$ cat src/rtl/temp_queue.sv
// ---------------------------------------------------------------------------
// temp_queue
//
// Purpose:
//   Multi-entry FIFO for temporary operands, such as buffered ALU results or
//   the intermediate values of multi-cycle operations.
//   - The write side follows the temp_in/reg_wr pairing used by temp_storage.
//   - The read side pops words in strict FIFO order into a registered
//     temp_out.
//   - Single clock domain.
//
// Ports:
//   clk         in   1        rising-edge clock
//   rst         in   1        synchronous active-high reset
//   temp_in     in   WIDTH    write data
//   reg_wr      in   1        write request
//   rd_en       in   1        read (pop) request
//   temp_out    out  WIDTH    registered read data
//   temp_valid  out  1        one-cycle pulse: temp_out holds a freshly popped word
//   full        out  1        DEPTH entries held
//   empty       out  1        no entries held
//   count       out  AW+1     number of entries held, 0..DEPTH
//   err         out  1        sticky error flag (only with TEMP_QUEUE_ERR_EN)
//
// Configuration macro:
//   TEMP_QUEUE_ERR_EN
//     When defined, adds the err port. err is set by a dropped write (a write
//     to a full queue with no accepted read) or by a rejected read (a read
//     of an empty queue). It stays set until reset.
//     When undefined, there is no err port and those events are silent.
// ---------------------------------------------------------------------------
module temp_queue #(
    parameter int WIDTH = 16,
    parameter int DEPTH = 4,
    parameter int AW    = 2
) (
    input  logic             clk,
    input  logic             rst,
    input  logic [WIDTH-1:0] temp_in,
    input  logic             reg_wr,
    input  logic             rd_en,
    output logic [WIDTH-1:0] temp_out,
    output logic             temp_valid,
    output logic             full,
    output logic             empty,
    output logic [AW:0]      count
`ifdef TEMP_QUEUE_ERR_EN
    ,
    output logic             err
`endif
);

    localparam logic [AW:0] DEPTH_C = (AW+1)'(DEPTH);

    logic [WIDTH-1:0] mem [DEPTH];
    logic [AW-1:0]    wr_ptr;
    logic [AW-1:0]    rd_ptr;
    logic             rd_ok;
    logic             wr_ok;
    logic [AW:0]      count_next;

    // A read is accepted whenever the queue holds data.
    // A write to a full queue is still accepted if a read frees a slot on
    // the same edge.
    // An empty queue never bypasses the incoming word to the read side.
    always_comb begin
        rd_ok      = rd_en && !empty;
        wr_ok      = reg_wr && (!full || rd_ok);
        count_next = count;
        if (wr_ok && !rd_ok) begin
            count_next = count + (AW+1)'(1);
        end else if (rd_ok && !wr_ok) begin
            count_next = count - (AW+1)'(1);
        end
    end

    // Storage is deliberately left uncleared by reset.
    // Reset still blocks writes, because rst has priority over reg_wr.
    always_ff @(posedge clk) begin
        if (!rst && wr_ok) begin
            mem[wr_ptr] <= temp_in;
        end
    end

    // Pointers wrap naturally because DEPTH is a power of two.
    // Flags are derived from the next count, so they describe the state
    // after the edge.
    always_ff @(posedge clk) begin
        if (rst) begin
            wr_ptr     <= '0;
            rd_ptr     <= '0;
            count      <= '0;
            temp_out   <= '0;
            temp_valid <= 1'b0;
            empty      <= 1'b1;
            full       <= 1'b0;
        end else begin
            temp_valid <= rd_ok;
            if (rd_ok) begin
                temp_out <= mem[rd_ptr];
                rd_ptr   <= rd_ptr + AW'(1);
            end
            if (wr_ok) begin
                wr_ptr <= wr_ptr + AW'(1);
            end
            count <= count_next;
            full  <= (count_next == DEPTH_C);
            empty <= (count_next == '0);
        end
    end

`ifdef TEMP_QUEUE_ERR_EN
    // err is sticky: any dropped write or rejected read sets it.
    // Only reset clears it.
    always_ff @(posedge clk) begin
        if (rst) begin
            err <= 1'b0;
        end else if ((reg_wr && !wr_ok) || (rd_en && !rd_ok)) begin
            err <= 1'b1;
        end
    end
`endif

endmodule

$ cat config.mk
export PLATFORM = sky130hd
export DESIGN_NAME = temp_queue
export DESIGN_NICKNAME = d
export VERILOG_FILES = /design/src/rtl/temp_queue.sv
export SDC_FILE = /design/constraint.sdc
export NUM_CORES = 1
export LEC_CHECK = 0
export BUFFER_PORTS_ARGS = -buffer_cell sky130_fd_sc_hd__buf_2
export CAP_MARGIN = 20
export CORE_ASPECT_RATIO = 2
export CORE_UTILIZATION = 51
export DETAILED_ROUTE_END_ITERATION = 8
export GPL_ROUTABILITY_DRIVEN = 0
export PLACE_DENSITY = 0.8
export SKIP_LAST_GASP = 1
export SLEW_MARGIN = 5
export SYNTH_ARGS = -nofsm -noshare
export SYNTH_HDL_FRONTEND = slang
export SYNTH_SLANG_ARGS = --single-unit
$ cat constraint.sdc
create_clock -name clk -period 1.7 [get_ports clk]
set_input_delay 0.34 -clock clk [delete_from_list [all_inputs] [get_ports clk]]
set_output_delay 0.34 -clock clk [all_outputs]
set_load 0.01 [all_outputs]
# After elaboration in Yosys (flattened, before gate mapping)
# Memory sizes are Yosys's and may differ from the RTL's. A register that Yosys moved wholly into a read port is not among the register bits.
# Cells that the tools add are included.
[totals] n_memories=1 inputBits=20 word_cells=28 rom_bits=0 ramBits=64 out_inout_bits=22 register_bits=10 latchBits=0
[mem_list] memory="mem" words=4 word_bits=16 rd=1 rd_clocked_by_memory_dff=1 wr=1 line="55" text="logic [WIDTH-1:0] mem [DEPTH];"
[classes] n_div=0 n_addsub=4 magnitude_cmp=0 n_bitwise=0 n_eq_ne=1 shifts=0 reduce_logical=12 mux=4 multipliers=0
[op_table] cell="3-bit 2-to-1 mux" count=2
[op_table] cell="1-bit logical AND" count=5
[op_table] cell="1-bit logical NOT" count=5
[op_table] cell="2-bit by 1-bit adder with 2-bit output (second input constant)" count=2
[op_table] cell="3-bit by 1-bit adder with 3-bit output (second input constant)" count=1
[op_table] cell="3-bit == test (second input constant)" count=1
[op_table] cell="3-bit logical NOT" count=1
[op_table] cell="3-bit by 1-bit subtractor with 3-bit output (second input constant)" count=1
[op_table] cell="1-bit 2-to-1 mux" count=2
[op_table] cell="1-bit logical OR" count=1

# Logic depth before layout (Yosys ltp)
[depth] word_depth=9 ltp_mapped=6 mapped_depth_nobuf=6

# Worst setup path after synthesis
# No wires, ideal clock.
[synth_path] kind="reg-to-reg" startpoint="register empty" endpoint="memory mem[0][0] (enable)" stages_incl_launch_ff=5 n_path_buf=0 required_ns=1.326 setup_time_ns=0.374 slack_ns=0.017 arrival_time_ns=1.310 period_less_slack_ns=1.683 path_cell_list="dfxtp_1 > and2b_1 > o21ai_1 > nor2_1 > and2_1"
[synth_between] elab_chain_cells=7
[synth_lines] element="from (decl)" line="45" text="output logic empty,"
[synth_lines] element="from (signal assigned)" line="108" text="empty <= (count_next == '0);"
[synth_lines] element="1-bit logical NOT" line="67" text="rd_ok = rd_en && !empty;"
[synth_lines] element="1-bit logical AND" line="67"
[synth_lines] element="1-bit logical OR" line="68" text="wr_ok = reg_wr && (!full || rd_ok);"
[synth_lines] element="1-bit logical AND" line="68"
[synth_lines] element="1-bit logical AND" line="80" text="if (!rst && wr_ok) begin"
[synth_lines] element="1-bit 2-to-1 mux" line="80"
[synth_lines] element="1-bit 2-to-1 mux (not written as such)" line="81" text="mem[wr_ptr] <= temp_in;"
[synth_lines] element="to (decl)" line="55"
# Every way passes these cells.

# Worst setup path after layout
[layout_path] startpoint="register empty" endpoint="memory mem[0][9] (enable)"
# Same word-level chain as after synthesis.

==> metrics <==
outcome completed; DR vias/cell 5.30; die area 7200 µm²; Routed WL 6020 µm; initial DRC count 132; cells after synthesis 228; vias 1971; die outline width 60.5 µm; Net Count, Synth 254; clock buffer depth 2; peak supply drop 0.880 mV; area leader, netlist edfxtp_1; I/O Buffers 41; drt wl/cell 16.2 µm; # H-tree levels 3; Crit Path Class reg2reg; Syn Std Cell Area 3490 µm²; Fin. Hold Viols 0; setup TNS 0 ps; Antenna diodes 0; Starting Density 52.7%; clk_skew 5.14 ps; io pins 42; post-layout net count 305; hold depth 1; crit path from empty; Cell Area, Placed 3880 µm²; Worst Hold Class in2reg; chain of cells forming the critical path and2b_1 > o21ai_1 > nor2_1 > and2_1 > buf_4; Final Power 5.14 mW; Die Y 119 µm; Core ar. 6620 µm²; register-to-register setup slack 140 ps; Yosys top cell area share 55.0%; pin count of the biggest net entering global routing 27; global-route usage over all layers 19.6%; Max-Slew Margin vs Limit 78.2%; fmax 641 MHz; CTS tree built; crit-path max FO 5; initial antenna violation count 0; fin crit share 91.7%; CTS Sinks 90; Finished Core Util 62.7%; DP Cell Count 356; reg2reg end mem[0][9]; Post-CTS Setup Bufs 0; clk slew on worst S/H paths 60 ps; Final ANT Viol Nets 0; Critical Path Sink Type register; Cell variety after synth 29; DRC viols 0; max-cap violations 0; Overflow after GRT 0; vias in the first global route 1994; Tmin final 1560 ps; Fillers 506; reg2reg path depth 5; total iterations of the first detailed-routing run 4; CP required 1750 ps; Leak 1.50 nW; Max Slew Vio Count 0; worst hold start temp_in[3]; RR Startpoint empty; most frequent cells in the layout edfxtp_1, buf_2, nand2_1, dfxtp_1, a21oi_1; crit-path leading delay family simple AND/OR/NAND/NOR gates; Ys Warns 0; WP buf/inv 1; cts bufs inserted 9; highest-delay cell along the critical path dfxtp_1; WP data arrival 1610 ps; Final setup viols 0; first-pass GRT wire length 9740 µm; Synth area leaders edfxtp_1, dfxtp_1, mux4_2; dpl hpwl 4050 µm; sequential area share after synthesis 69.9%; commonest non-fill, non-tap cell in the layout edfxtp_1; post-route cell area 4150 µm²; CP max stage delay 330 ps; Area Overhead vs Synth 18.8%; unrepaired setup endpoints after global routing false; share of layout cells above drive strength 1 30.3%; startpoint class of the critical path register; Yosys reg bits 90; Mean Syn Cell Area 15.3 µm²; row count 42; Clock Latency Late Sink 330 ps; Layout Cells excl Fill 372; actual slew at the worst max-slew pin 326 ps; Clock Tree Root clkbuf_16; Endpoint, Worst Hold mem[1][3]; Cell Pwr Density 1240 nW/µm²
## cells by family after synthesis
group | synth area share (%)
XOR/XNOR | 1.76
adder cells (fa/ha/maj) | 2.15
buffers and inverters | 2.83
AND/OR/NAND/NOR | 7.63
flip-flops | 69.9
multiplexers | 10.9
AO/OA/AOI/OAI | 4.80
## synthesized netlist by cell type
master and instances:
buf_2 7, clkbuf_1 3, ha_1 6, and2b_1 1
and4bb_2 1, a211oi_2 1, or3_1 2, nor3_1 1
o32a_1 2, dfxtp_1 26, buf_6 2, nor2b_1 1
buf_4 1, o21ai_0 2, nor2_1 10, a21oi_1 18
xnor2_1 4, xor2_1 3, mux4_2 16, o21ai_1 1
nand2_1 36, edfxtp_1 64, nand2b_1 4, inv_1 6
a31oi_1 2, a31o_2 1, a311oi_1 1, and2_1 4
mux2i_1 2
## routing by layer
layer / vias up / global-route usage [%] / wire [µm]
met2: 49 / 33.0 / 3320
li1: 936 / - / -
met5: - / 0 / 0
met1: 978 / 21.1 / 2350
met4: 0 / 9.52 / 124
met3: 8 / 6.62 / 226
## registers in the layout (all words and copies together), names as in the netlist
register    cells
mem            64
temp_out       16
count           3
rd_ptr          2
wr_ptr          2
empty           1
full            1
temp_valid      1
## layout make-up
cell class                 count  area [µm²]  area share, %
clock buffer                  12         246           5.94
clock inverter                 4        18.8          0.452
inverter                       6        22.5          0.543
multi-input combinational    119         951           22.9
sequential                    90        2440           58.9
tap                           88         110           2.65
timing repair buffer          53         358           8.62
## metrics by stage
stage / setup slack (ps) / hold WS [ps]
after floorplan: 16.6 / 439
after global placement: 153 / 444
after detailed placement: 89.5 / 445
after CTS: 75.8 / 205
after global routing: 41.1 / 207
final: 140 / 216
## worst max path at each step
stage / end / cells after the start
2_1_floorplan: mem[0][0] / 4
3_3_place_gp: full / 6
3_5_place_dp: full / 6
4_1_cts: full / 6
5_1_grt: mem[0][9] / 5
6_report: mem[0][9] / 5
## what timing repair did
action | 4_1_cts | 5_1_grt
hold buffers | 0 | 0
setup endpoints to repair | 0 | 2
gates resized for setup | 0 | 1
## report_power, final
| part | switching (mW) | leakage (nW) | internal (mW) | total (mW) |
|---|---|---|---|---|
| combinational | 0.420 | 0.575 | 0.393 | 0.814 |
| clock | 0.734 | 0.134 | 1.02 | 1.75 |
| sequential | 0.0857 | 0.794 | 2.49 | 2.58 |
| total | 1.24 | 1.50 | 3.90 | 5.14 |
(Power assumes the default switching activity.)
